===== config.mk =====
export PLATFORM = sky130hd
export DESIGN_NAME = instr_fetch_arbiter
export DESIGN_NICKNAME = d
export VERILOG_FILES = /design/src/rtl/instr_fetch_arbiter.sv
export SDC_FILE = /design/constraint.sdc
export NUM_CORES = 1
export LEC_CHECK = 0
export CAP_MARGIN = 5
export CORE_AREA = 3 3 128 130
export DETAILED_ROUTE_END_ITERATION = 16
export DIE_AREA = 0 0 131 133
export HOLD_SLACK_MARGIN = 0.02
export PLACE_DENSITY_LB_ADDON = 0.2
export SKIP_CTS_REPAIR_TIMING = 1
export SYNTH_ARGS = -nofsm -noshare
export SYNTH_HDL_FRONTEND = slang
export SYNTH_SLANG_ARGS = --single-unit

===== constraint.sdc =====
create_clock -name clk -period 2.1 [get_ports clk]
set_clock_uncertainty 0.15 [all_clocks]
set_input_delay 0.21 -clock clk [delete_from_list [all_inputs] [get_ports clk]]
set_output_delay 0.21 -clock clk [all_outputs]
set_load 0.02 [all_outputs]

===== src/rtl/instr_fetch_arbiter.sv =====
// -----------------------------------------------------------------------------
// instr_fetch_arbiter
//
// Round-robin arbiter that serialises per-warp instruction fetch requests onto
// a single instruction-memory read channel. One transaction is in flight at a
// time: IDLE picks a winner, REQ holds the memory request until the memory
// completes it, RESP returns the fetched word to the winner with a one-cycle
// ready pulse.
//
// Handshake semantics (both sides):
//   - A requester raises req_read_valid[i] with a stable req_read_address[i]
//     and holds both until it sees req_read_ready[i]. It drops valid in the
//     cycle after that pulse. The address is captured once at grant time;
//     later changes are not observed.
//   - The arbiter holds mem_read_valid and mem_read_address stable until the
//     memory answers with a one-cycle mem_read_ready pulse. mem_read_data is
//     valid in that same cycle. mem_read_ready outside REQ is ignored.
//
// Ports:
//   clk               clock, all state on rising edge
//   reset             asynchronous, active-high
//   req_read_valid    [N]        per-warp fetch request
//   req_read_address  [N][AW]    per-warp fetch address
//   req_read_ready    [N]        one-hot completion pulse (one cycle)
//   req_read_data     [N][DW]    fetched word, replicated on every port
//   mem_read_valid    request to instruction memory
//   mem_read_address  [AW]       address of the granted request
//   mem_read_ready    memory completion pulse
//   mem_read_data     [DW]       fetched word
//   busy              high whenever the FSM is not IDLE
//   fsm_state         [2]        current FSM state (IDLE=0, REQ=1, RESP=2)
//
// Every output is a register; no input reaches an output combinationally.
// -----------------------------------------------------------------------------
module instr_fetch_arbiter #(
  parameter int NUM_REQUESTERS = 4,
  parameter int ADDR_WIDTH     = 32,
  parameter int DATA_WIDTH     = 32
) (
  input  logic                                       clk,
  input  logic                                       reset,
  input  logic [NUM_REQUESTERS-1:0]                  req_read_valid,
  input  logic [NUM_REQUESTERS-1:0][ADDR_WIDTH-1:0]  req_read_address,
  output logic [NUM_REQUESTERS-1:0]                  req_read_ready,
  output logic [NUM_REQUESTERS-1:0][DATA_WIDTH-1:0]  req_read_data,
  output logic                                       mem_read_valid,
  output logic [ADDR_WIDTH-1:0]                      mem_read_address,
  input  logic                                       mem_read_ready,
  input  logic [DATA_WIDTH-1:0]                      mem_read_data,
  output logic                                       busy,
  output logic [1:0]                                 fsm_state
);

  localparam int IDX_W = (NUM_REQUESTERS > 1) ? $clog2(NUM_REQUESTERS) : 1;
  localparam logic [IDX_W-1:0] LAST_IDX = IDX_W'(NUM_REQUESTERS - 1);

  typedef enum logic [1:0] {
    IDLE = 2'd0,
    REQ  = 2'd1,
    RESP = 2'd2
  } state_t;

  state_t                    state;
  logic [IDX_W-1:0]          grant;
  logic [IDX_W-1:0]          last_grant;

  logic                      pick_found;
  logic [IDX_W-1:0]          pick_idx;
  logic [IDX_W-1:0]          pick_cand;
  logic [NUM_REQUESTERS-1:0] grant_onehot;

  assign fsm_state = state;

  // Round-robin pick: scan from last_grant+1 upward, wrapping modulo the
  // requester count so non-power-of-2 counts never produce an invalid index.
  // The last candidate examined is last_grant itself, so a lone requester is
  // granted every time.
  always_comb begin
    pick_found = 1'b0;
    pick_idx   = '0;
    pick_cand  = '0;
    for (int i = 1; i <= NUM_REQUESTERS; i++) begin
      pick_cand = IDX_W'((int'(last_grant) + i) % NUM_REQUESTERS);
      if (!pick_found && req_read_valid[pick_cand]) begin
        pick_found = 1'b1;
        pick_idx   = pick_cand;
      end
    end
  end

  always_comb begin
    grant_onehot = '0;
    for (int i = 0; i < NUM_REQUESTERS; i++) begin
      grant_onehot[i] = (grant == IDX_W'(i));
    end
  end

  always_ff @(posedge clk or posedge reset) begin
    if (reset) begin
      state            <= IDLE;
      grant            <= '0;
      last_grant       <= LAST_IDX;
      mem_read_valid   <= 1'b0;
      mem_read_address <= '0;
      req_read_ready   <= '0;
      req_read_data    <= '0;
      busy             <= 1'b0;
    end else begin
      case (state)
        IDLE: begin
          req_read_ready <= '0;
          if (pick_found) begin
            // The address is captured here and never re-sampled, so the
            // memory sees a stable address for the whole REQ phase.
            grant            <= pick_idx;
            mem_read_address <= req_read_address[pick_idx];
            mem_read_valid   <= 1'b1;
            busy             <= 1'b1;
            state            <= REQ;
          end
        end
        REQ: begin
          if (mem_read_ready) begin
            mem_read_valid <= 1'b0;
            last_grant     <= grant;
            req_read_data  <= {NUM_REQUESTERS{mem_read_data}};
            req_read_ready <= grant_onehot;
            state          <= RESP;
          end
        end
        RESP: begin
          // Pulse lasts exactly one cycle; the next pick happens in IDLE.
          req_read_ready <= '0;
          busy           <= 1'b0;
          state          <= IDLE;
        end
        default: begin
          mem_read_valid <= 1'b0;
          req_read_ready <= '0;
          busy           <= 1'b0;
          state          <= IDLE;
        end
      endcase
    end
  end

endmodule


======== Yosys cells after proc, flatten, opt, wreduce, memory -nomap -nowiden ========
Cells that the tools add are included.
W data, S select, Z words.
word-level totals
  output and inout port bits .............. 168
  word-level logic and storage cells ...... 66
  flip-flop bits (word level) ............. 76
  input bits .............................. 167
cells by class
  reductions and logical operators ........ 13
  bitwise logic cells ..................... 2
  magnitude comparators ................... 5
  mux-type cells .......................... 27
  eq/ne operators ......................... 7
  $add $sub $neg .......................... 4
operators by type and width
  cell                   number
  $bmux W32 S2           1
  $mux W32               1
  $lt A2 B3 Y1 const B   5
  $mux W2                6
  $mux W1                10
  $bmux W1 S2            4
  $mux W4                2
  $reduce_and A2 Y1      4
  $eq A2 B2 Y1 const B   3
  $add A2 B1 Y2 const B  2
  $add A2 B2 Y2 const B  2
  $eq A2 B1 Y1 const B   2
  $logic_not A2 Y1       2
  $ne A2 B2 Y1 const B   2
  $pmux W2 S2            1
  $logic_and A1 B1 Y1    3
  $logic_not A1 Y1       3
  $pmux W1 S3            1
  $reduce_and A3 Y1      1
  $not A1 Y1             2
  $pmux W1 S2            1

======== Depth between registers and ports, before layout ========
Gate-level depths: netlist (run 1).
  word-level depth ........................ 15
  gate-level depth with buffers ........... 7
  mapped depth without buffers ............ 5

======== Worst setup path after synthesis (run 1) ========
No wires, ideal clock.
  kind .................................... register to register
  from .................................... register last_grant[1]
  to ...................................... register mem_read_address[10]
  path slack .............................. 0.263 ns
  stages on the path, launching flop included .. 8
  data required time ...................... 1.808 ns
  period minus slack after synthesis ...... 1.837 ns
  library setup time ...................... 0.142 ns
  data arrival time ....................... 1.545 ns
  path buffers ............................ 2
  cells stage by stage .................... dfstp_2 > nand2b_1 > a21oi_1 > o221ai_2 > buf_6 > buf_12 > mux2i_1 > o221ai_1
on the way
  cells in the longest elaborated chain, start to end .. 15
  elaborated cells on any way between the ends .. 29
  those cells by class .................... 4 x add/sub; 18 x mux; 7 x reduce/logical
RTL lines
  what                            RTL line  source
  from (decl)                     65        logic [IDX_W-1:0] last_grant;
  from (signal assigned)          125       last_grant <= grant;
  $add A2 B1 Y2                   83        pick_cand = IDX_W'((int'(last_grant) + i) % NUM_REQUESTERS);
  $bmux W1 S2                     84        if (!pick_found && req_read_valid[pick_cand]) begin
  $mux W1 (implied by the code)   84
  $mux W1                         84
  $logic_not A1 Y1                84
  $logic_and A1 B1 Y1             84
  $mux W1                         84
  $logic_not A1 Y1                84
  $logic_and A1 B1 Y1             84
  $mux W1                         84
  $logic_not A1 Y1                84
  $logic_and A1 B1 Y1             84
  $mux W2                         84
  $bmux W32 S2                    116       mem_read_address <= req_read_address[pick_idx];
  $mux W32 (implied by the code)  116
  to (signal assigned)            116
  to (decl)                       47        output logic [ADDR_WIDTH-1:0] mem_read_address,
Parallel ways exist; a longest one is shown, timed or not. The select of a mux whose other input is x is not followed.
A chain may end at the register's enable or synchronous reset.

======== Worst setup path after layout (run 1) ========
  from .................................... register last_grant[1]
  to ...................................... register mem_read_address[11]
The elaborated chain is that of the path after synthesis.

==> results of run 1 <==
[Yosys cell counts (2+ instances only)]
cell type	number	area share
sky130_fd_sc_hd__clkbuf_1	9	0.0075
sky130_fd_sc_hd__mux2i_1	66	0.15
sky130_fd_sc_hd__buf_1	3	0.0025
sky130_fd_sc_hd__inv_1	3	0.0025
sky130_fd_sc_hd__o21ai_0	2	0.0022
sky130_fd_sc_hd__nand3b_1	3	0.0050
sky130_fd_sc_hd__buf_12	5	0.022
sky130_fd_sc_hd__a21oi_1	6	0.0067
sky130_fd_sc_hd__o221ai_1	32	0.062
sky130_fd_sc_hd__dfrtp_1	74	0.41
sky130_fd_sc_hd__nand2b_1	8	0.011
sky130_fd_sc_hd__nand2_1	138	0.12
sky130_fd_sc_hd__buf_2	4	0.0045
sky130_fd_sc_hd__dfstp_2	2	0.012
sky130_fd_sc_hd__buf_4	98	0.16
sky130_fd_sc_hd__nor2_1	4	0.0033
sky130_fd_sc_hd__o21ai_1	2	0.0022
[cells by family after synthesis]
family                 Yosys count  share of synthesized area
buffers and inverters          124                      0.207
flip-flops                      76                      0.424
AO/OA/AOI/OAI                   47                     0.0847
AND/OR/NAND/NOR                155                      0.137
multiplexers                    66                      0.147
[per-layer routing]
layer,share of wire,vias to the layer above,routed length (um)
li1,-,1982,-
met1,0.35,1932,5510
met2,0.52,231,8160
met3,0.10,23,1570
met4,0.023,0,352
met5,0,-,0
[state kept, by name (all words and copies together) (netlist names)]
signal / flops
last_grant: 2
req_read_data: 32
busy: 1
req_read_ready: 4
mem_read_valid: 1
mem_read_address: 32
fsm_state: 2
grant: 2
[worst min-delay path, cell delays in order]
cell and delay [ps]:
sky130_fd_sc_hd__clkdlybuf4s50_1 440, sky130_fd_sc_hd__clkinvlp_4 100, sky130_fd_sc_hd__buf_12 340
[final cells by class]
type                       instances  area (sq um)  area share
inverter                           4          18.8     0.00240
clock buffer                      10           239      0.0305
antenna                            3          7.51    0.000959
tap                              211           264      0.0337
multi-input combinational        268          1670       0.214
sequential                        76          1900       0.243
clock inverter                     5           100      0.0128
timing repair buffer             361          3620       0.463
[power groups by stage]
| stage | clock network (W) | logic (W) | registers, W |
|---|---|---|---|
| after floorplan | 0 | 0.00428 | 0.00353 |
| after global placement | 0 | 0.00774 | 0.00286 |
| after detailed placement | 0 | 0.00781 | 0.00289 |
| after CTS | 0.00185 | 0.00781 | 0.00289 |
| after global routing | 0.00190 | 0.00827 | 0.00298 |
| final | 0.00179 | 0.00776 | 0.00286 |
[per-stage QoR]
stage,worst slack [ps],TNS (ps),cells,hold slack (ps)
2_1_floorplan,263,0,468,165
3_3_place_gp,-55.8,-919,916,318
3_5_place_dp,-126,-1900,916,326
4_1_cts,0.157,0,931,205
5_1_grt,-16.3,-31.6,938,223
6_report,74.5,0,938,189
[worst paths after layout]
check | from | to | slack, ps | cells past startpoint
setup / recovery | last_grant[1] | mem_read_address[11] | 70 | 7
hold / removal | reset | req_read_data[116] | 190 | 3
setup reg to reg | last_grant[1] | mem_read_address[11] | 70 | 7
hold reg to reg | mem_read_address[5] | mem_read_address[5] | 340 | 2
max in group asynchronous | reset | last_grant[1] | 1270 | 3
min in group clk | mem_read_data[9] | req_read_data[105] | 250 | 3
==> load_flow_metrics.sql, run 1 <==
INSERT INTO impl_metrics (metric_group, metric, value, unit) VALUES
('clocking', 'cts-htree-levels', '3', ''),
('floorplan', 'start_util', '0.294', ''),
('job', 'max-cap-violations', '0', ''),
('grt', 'grt.met2_usage', '0.302', ''),
('layout', 'area_delta_synth_final', '74.4', '%'),
('drt', 'viasPerCell', '4.44', ''),
('pwr', 'highest_ir_drop_seen_on_vdd', '0.654', 'mV'),
('grt', 'global_route.usage.total', '0.170', ''),
('grt', 'grtUsageMet3', '0.0642', ''),
('drt', 'post_drt_wl_per_cell', '16.6', 'um'),
('yosys', 'synthesis.area', '4490', 'sq um'),
('yosys', 'synth-seq-cells', '76', ''),
('worst_setup_path', 'crit_slowest_cell', 'sky130_fd_sc_hd__dfstp_2', ''),
('layout', 'post-route-util', '0.513', ''),
('drt', 'routed_wirelength', '15600', 'um'),
('worst_setup_path', 'start_kind', 'flip-flop', ''),
('worst_setup_path', 'worst_path_most_repeated_cell', 'sky130_fd_sc_hd__buf_12', ''),
('layout', 'finish.net_count', '887', ''),
('yosys', 'netlist_instances', '468', ''),
('placed_design', 'dpl-instance-area', '7450', 'sq um'),
('worst_setup_path', 'timing.critical_path.fanout_max', '14', ''),
('worst_setup_path', 'max_stage_delay', '580', 'ps'),
('sta', 'period_needed', '2030', 'ps'),
('placed_design', 'post-dp-hpwl', '12300', 'um'),
('pwr', 'clkPwrFrac', '0.144', ''),
('grt', 'vias_in_the_first_global_route', '4223', ''),
('min_path', 'hold_class', 'in2async', ''),
('yosys', 'post_synth.cell_area_avg', '9.59', 'sq um'),
('sta', 'hold_viol', '0', ''),
('yosys', 'synth_cell_type_count', '26', ''),
('pwr', 'internal_power', '0.00721', 'W'),
('run_status', 'status', 'finished clean', ''),
('drt', 'detail_route.iter0.violations', '98', ''),
('floorplan', 'die_w', '131', 'um'),
('grt', 'antenna_found_initial', '3', ''),
('sta', 'slew_violations', '0', ''),
('worst_setup_path', 'path_buf_inv', '2', ''),
('clocking', 'tritoncts', 'yes', ''),
('pwr', 'p_leak', '3.48', 'nW'),
('sta', 'fmax', '494', 'MHz'),
('sta', 'report.final.setup_viol', '0', ''),
('pwr', 'sw_frac_of_total', '0.419', ''),
('worst_setup_path', 'cp.arrival', '2070', 'ps'),
('placed_design', 'routabilityCongestion', '0.814', ''),
('clocking', 'clockBufferDepth', '2', ''),
('yosys', 'yosys_most_used_dff', 'sky130_fd_sc_hd__dfrtp_1', ''),
('yosys', 'edff_count_synth', '0', ''),
('yosys', 'synthesis.yosys.warnings', '0', ''),
('worst_setup_path', 'end_kind', 'flip-flop', ''),
('floorplan', 'fp.coreArea', '15300', 'sq um'),
('pwr', 'totalPowerFinal', '0.0124', 'W'),
('clocking', 'cts_root_buf', 'sky130_fd_sc_hd__clkbuf_16', ''),
('grt', 'grt_max_degree', '77', ''),
('floorplan', 'die_area', '17400', 'sq um'),
('floorplan', 'core.rowCount', '45', ''),
('yosys', 'syn-num-nets', '635', ''),
('pwr', 'share_of_total_power_in_sequential_cells', '0.230', ''),
('drt', 'route.vias.total', '4168', ''),
('pwr', 'p_comb_frac', '0.626', ''),
('grt', 'grt_util_met1', '0.179', ''),
('sta', 'layout_worst_path_cycle_share', '0.965', ''),
('pwr', 'p_sw', '0.00520', 'W'),
('sta', 'relSlewSlack', '0.719', ''),
('floorplan', 'die_h', '133', 'um'),
('grt', 'wire_length_of_the_first_global_routing_pass', '23200', 'um'),
('floorplan', 'design.portCount', '335', ''),
('clocking', 'clk_pin_slew', '60', 'ps'),
('placed_design', 'portBuffers', '334', ''),
('clocking', 'cts_inserted_buffers', '9', ''),
('layout', 'mostFrequentLayoutCell', 'sky130_fd_sc_hd__clkdlybuf4s50_1', ''),
('yosys', 'postSynth.asyncResetShare', '1.00', '');
(Power assumes the default switching activity.)
==> inputs of run 2 (changes only) <==
CTS_CLUSTER_SIZE = 40   (was default)
==> results of run 2 <==
Final layout, timing and power as in run 1 (identical DEF).
==> inputs of run 3 (changes only) <==
CTS_CLUSTER_DIAMETER = 80   (was default)
==> results of run 3 <==
Final layout, timing and power as in run 1 (identical DEF).
==> patch 1, RTL diff (config.mk and constraints of run 3) <==
The parameter `DATA_WIDTH` goes from 32 to 16.
--- a/src/rtl/instr_fetch_arbiter.sv
+++ b/src/rtl/instr_fetch_arbiter.sv
@@ -35,7 +35,7 @@
 module instr_fetch_arbiter #(
   parameter int NUM_REQUESTERS = 4,
   parameter int ADDR_WIDTH     = 32,
-  parameter int DATA_WIDTH     = 32
+  parameter int DATA_WIDTH     = 16
 ) (
   input  logic                                       clk,
   input  logic                                       reset,
Interface: changed (resized mem_read_data and req_read_data); port bits go from 335 to 255. The function was not compared with the original's and may differ.
==> patch 1 against run 3 <==
- sequential cell count is 16 lower
- synthesized area down 22%
- clock power down 20%
- worst setup slack improved by 0.023 ns
- largest power group unchanged
- combinational power shrank 25%
- largest cell class unchanged
- final area shrank 18%
- total power is 24% lower
- worst hold slack worse by 0.061 ns
- wire length fell by 20%
- non-clock buffer count shrank 86
==> patch 1: results <==
[finish]
layout.nets = 723
drive_gt1_share_pct = 8.68
top_regs = mem_read_address (32), req_read_data (16), req_read_ready (4)

[sta]
worstMarginPinSlew_ns = 0.438
fin_hold_ws_ns = 0.128
fmax_ghz = 0.499

[route]
drtIter0Drc = 106
vias_per_cell = 4.36
wl_um = 12400

[yosys]
synth_fp_nets = 506
synth_compound_area_share_pct = 10.4
synth_common_cells = nand2_1, mux2i_1, dfrtp_1, buf_4, o221ai_1
seq_area_frac_synth_pct = 43.1
synthMuxAreaShare_pct = 18.4
ys_types = 27

[grt]
grt_first_pass_wirelength_um = 18500
grt_max_degree = 61
grt_usage_pct = 13.6

[power]
p_leak_nw = 2.75
ir_drop_mv = 0.514

[placed_design]
dp_worst_setup_slack_ns = -0.443
port-buffer-count = 254
dp_hpwl_um = 9200
place_congestion = 0.808

[run_status]
status = finished, final reports clean

[critical_path]
crit_fanout = 10
-- patch 1: changes by cell type after synthesis, moves of 5 or more --
| cell | change |
|---|---|
| buf_12 | -5 |
| buf_4 | -45 |
| buf_6 | +5 |
| dfrtp_1 | -16 |
| nand2_1 | -46 |
-- patch 1: power by group --
part	switching [W]	internal [W]	leakage, nW	total [W]
sequential	0.000432	0.00172	0.739	0.00215
clock	0.000509	0.000919	0.145	0.00143
combinational	0.00289	0.00295	1.87	0.00584
total	0.00383	0.00559	2.75	0.00942
-- patch 1: cell families (layout without fill, tap and decap cells) --
kind of cell	after synthesis	after routing
simple gates	112	112
mux	64	64
compound gates	45	45
buf+inv	74	295
flops	60	60
-- patch 1: metal layers --
layer  GRT usage (%)  up-vias  share of wire, %
met5               0        -              0.14
met4            5.66        2               2.0
met3            5.45       20                10
met2            22.5      178                49
met1            15.5     1607                39
li1                -     1627                 -
-- patch 1: worst max-delay path, cell delays in order, from the launching register on --
cell and delay, ns:
dfstp_2 0.54, or2b_1 0.13, a21oi_2 0.08, a211oi_4 0.25, buf_12 0.20, buf_16 0.16
mux2i_1 0.22, o221ai_1 0.14
-- patch 1: path summary, 6_finish.rpt --
check | start | end | depth (start not counted)
max | last_grant[0] | mem_read_address[23] | 7
min | reset | mem_read_address[9] | 3
max reg2reg | last_grant[0] | mem_read_address[23] | 7
min reg2reg | last_grant[0] | last_grant[0] | 2
max in group asynchronous | reset | last_grant[0] | 3
min in group clk | mem_read_data[13] | req_read_data[61] | 3
-- patch 1: final cells by class --
class / instances / area (um^2)
fillers: 1476 / 8810
repair buffers: 275 / 2870
multi-input cells: 221 / 1510
flip-flops and latches: 60 / 1500
clock buffers: 14 / 284
well taps: 211 / 264
inverters: 5 / 18.8
clock inverters: 1 / 5.00
-- patch 1: metrics by stage --
stage,instance area [um^2],instances
2_1_floorplan,3490,355
3_3_place_gp,6020,769
3_5_place_dp,6020,769
4_1_cts,6310,784
5_1_grt,6450,787
6_report,6450,787
==> patch 2, RTL diff (settings of run 3) <==
Made on the original files. Make the reset (`reset`) synchronous in one clocked block. Comments in the files are not updated.
--- a/src/rtl/instr_fetch_arbiter.sv
+++ b/src/rtl/instr_fetch_arbiter.sv
@@ -95,7 +95,7 @@
     end
   end
 
-  always_ff @(posedge clk or posedge reset) begin
+  always_ff @(posedge clk) begin
     if (reset) begin
       state            <= IDLE;
       grant            <= '0;
Check against the original RTL: differs if reset is asserted again (counterexample within 4 cycles, from zero or initial values and one cycle with reset high); with reset held inactive, the same outputs for 4 cycles.
==> patch 2 against run 3 <==
- fmax rose by 1.0%
- register-to-register slack gained 0.09 ns
- worst setup slack gained 0.021 ns
- wire length is 6.8% higher
- synthesized area grew 4.4%
- final cell count up 9.9%
- sequential cell count did not move
- final area increased by 5.0%
- sequential share of layout area shrank 5.8 points
- count of clock-buffer cells in the layout grew 2
- critical path depth is 5 lower
- largest cell class unchanged
Power is not compared: it rests on default switching activity, and its combinational part moved more than twofold at a synthesized area within 25%.
==> patch 2: results <==
[yosys]
ys_types = 44
synth_area_leaders = dfxtp_1, buf_4, mux2i_1
synth_area_per_cell_um2 = 8.38
synth_fp_nets = 726
async_flop_share_pct = 0
synth_common_cells = buf_4, nand2_1, dfxtp_1, mux2i_1, a21oi_1
synth_ff_type = dfxtp_1
synth_compound_area_share_pct = 18.0
synthMuxAreaShare_pct = 11.6
seq_area_frac_synth_pct = 32.5

[run_status]
status = finished, final reports clean

[critical_path]
crit_fanout = 6
critPathSlowestCell = clkdlybuf4s50_1
worstPathArrival_ns = 1.64
cpLargestDelayFamily = buffers and inverters
cpPeakStageDelay_ns = 0.62

[grt]
overflow = 0
grt_first_pass_wirelength_um = 25100
grt_use_met3_pct = 5.45
grt_usage_pct = 18.2
grt_use_met2_pct = 34.2
met1_usage_pct = 18.6
grt_max_degree = 34
grt_pass1_vias = 4859
antenna_found_initial = 1

[finish]
drive_gt1_share_pct = 10.9
layout.nets = 981
top_regs = mem_read_address (32), req_read_data (32), req_read_ready (4)

[route]
met1_length_um = 5940
wl_um = 16700
route.met3.wl_um = 1490
wl_met2_um = 8870
drtIter0Drc = 153
wl_per_cell_um = 16.2
vias_per_cell = 4.69

[power]
power.density_nw_per_um2 = 674

[cts]
numCtsBuffers = 9
htreeDepth = 3
clk_pin_slew_ns = 0.06
cts_root_buf = clkbuf_16

[placed_design]
place_inst = 1009
dp_worst_setup_slack_ns = -0.333
place_congestion = 0.779
dpl_cell_area_um2 = 7810
dp_hpwl_um = 13200

[sta]
worstMarginPinSlew_ns = 0.494

[worst_hold_path]
hold_path.class = in -> reg
-- patch 2: cell types whose count changed in the layout (fill, tap and decap cells not counted), sizes merged, moves of 13 or more --
cell	delta
a21oi	+29
o221ai	-24
buf	+14
dfrtp	-74
a211oi	+20
nand3	+19
nor3b	+13
dfxtp	+76
nand2	-41
mux2i	-22
-- patch 2: final timing paths --
path	startpoint	end	slack, ns	cells after the start
setup / recovery	fsm_state[0]	fsm_state[0]	0.1	2
hold / removal	reset	grant[1]	0.19	2
setup reg to reg	last_grant[1]	mem_read_address[23]	0.16	7
hold reg to reg	req_read_ready[0]	req_read_ready[0]	0.30	2
-- patch 2: cell type report --
type | instances | area [um^2]
fillers | 1415 | 7030
inverters | 14 | 52.6
well taps | 211 | 264
clock buffers | 12 | 256
diodes | 1 | 2.50
multi-input cells | 337 | 2250
repair buffers | 376 | 3830
flip-flops and latches | 76 | 1520
clock inverters | 4 | 47.5
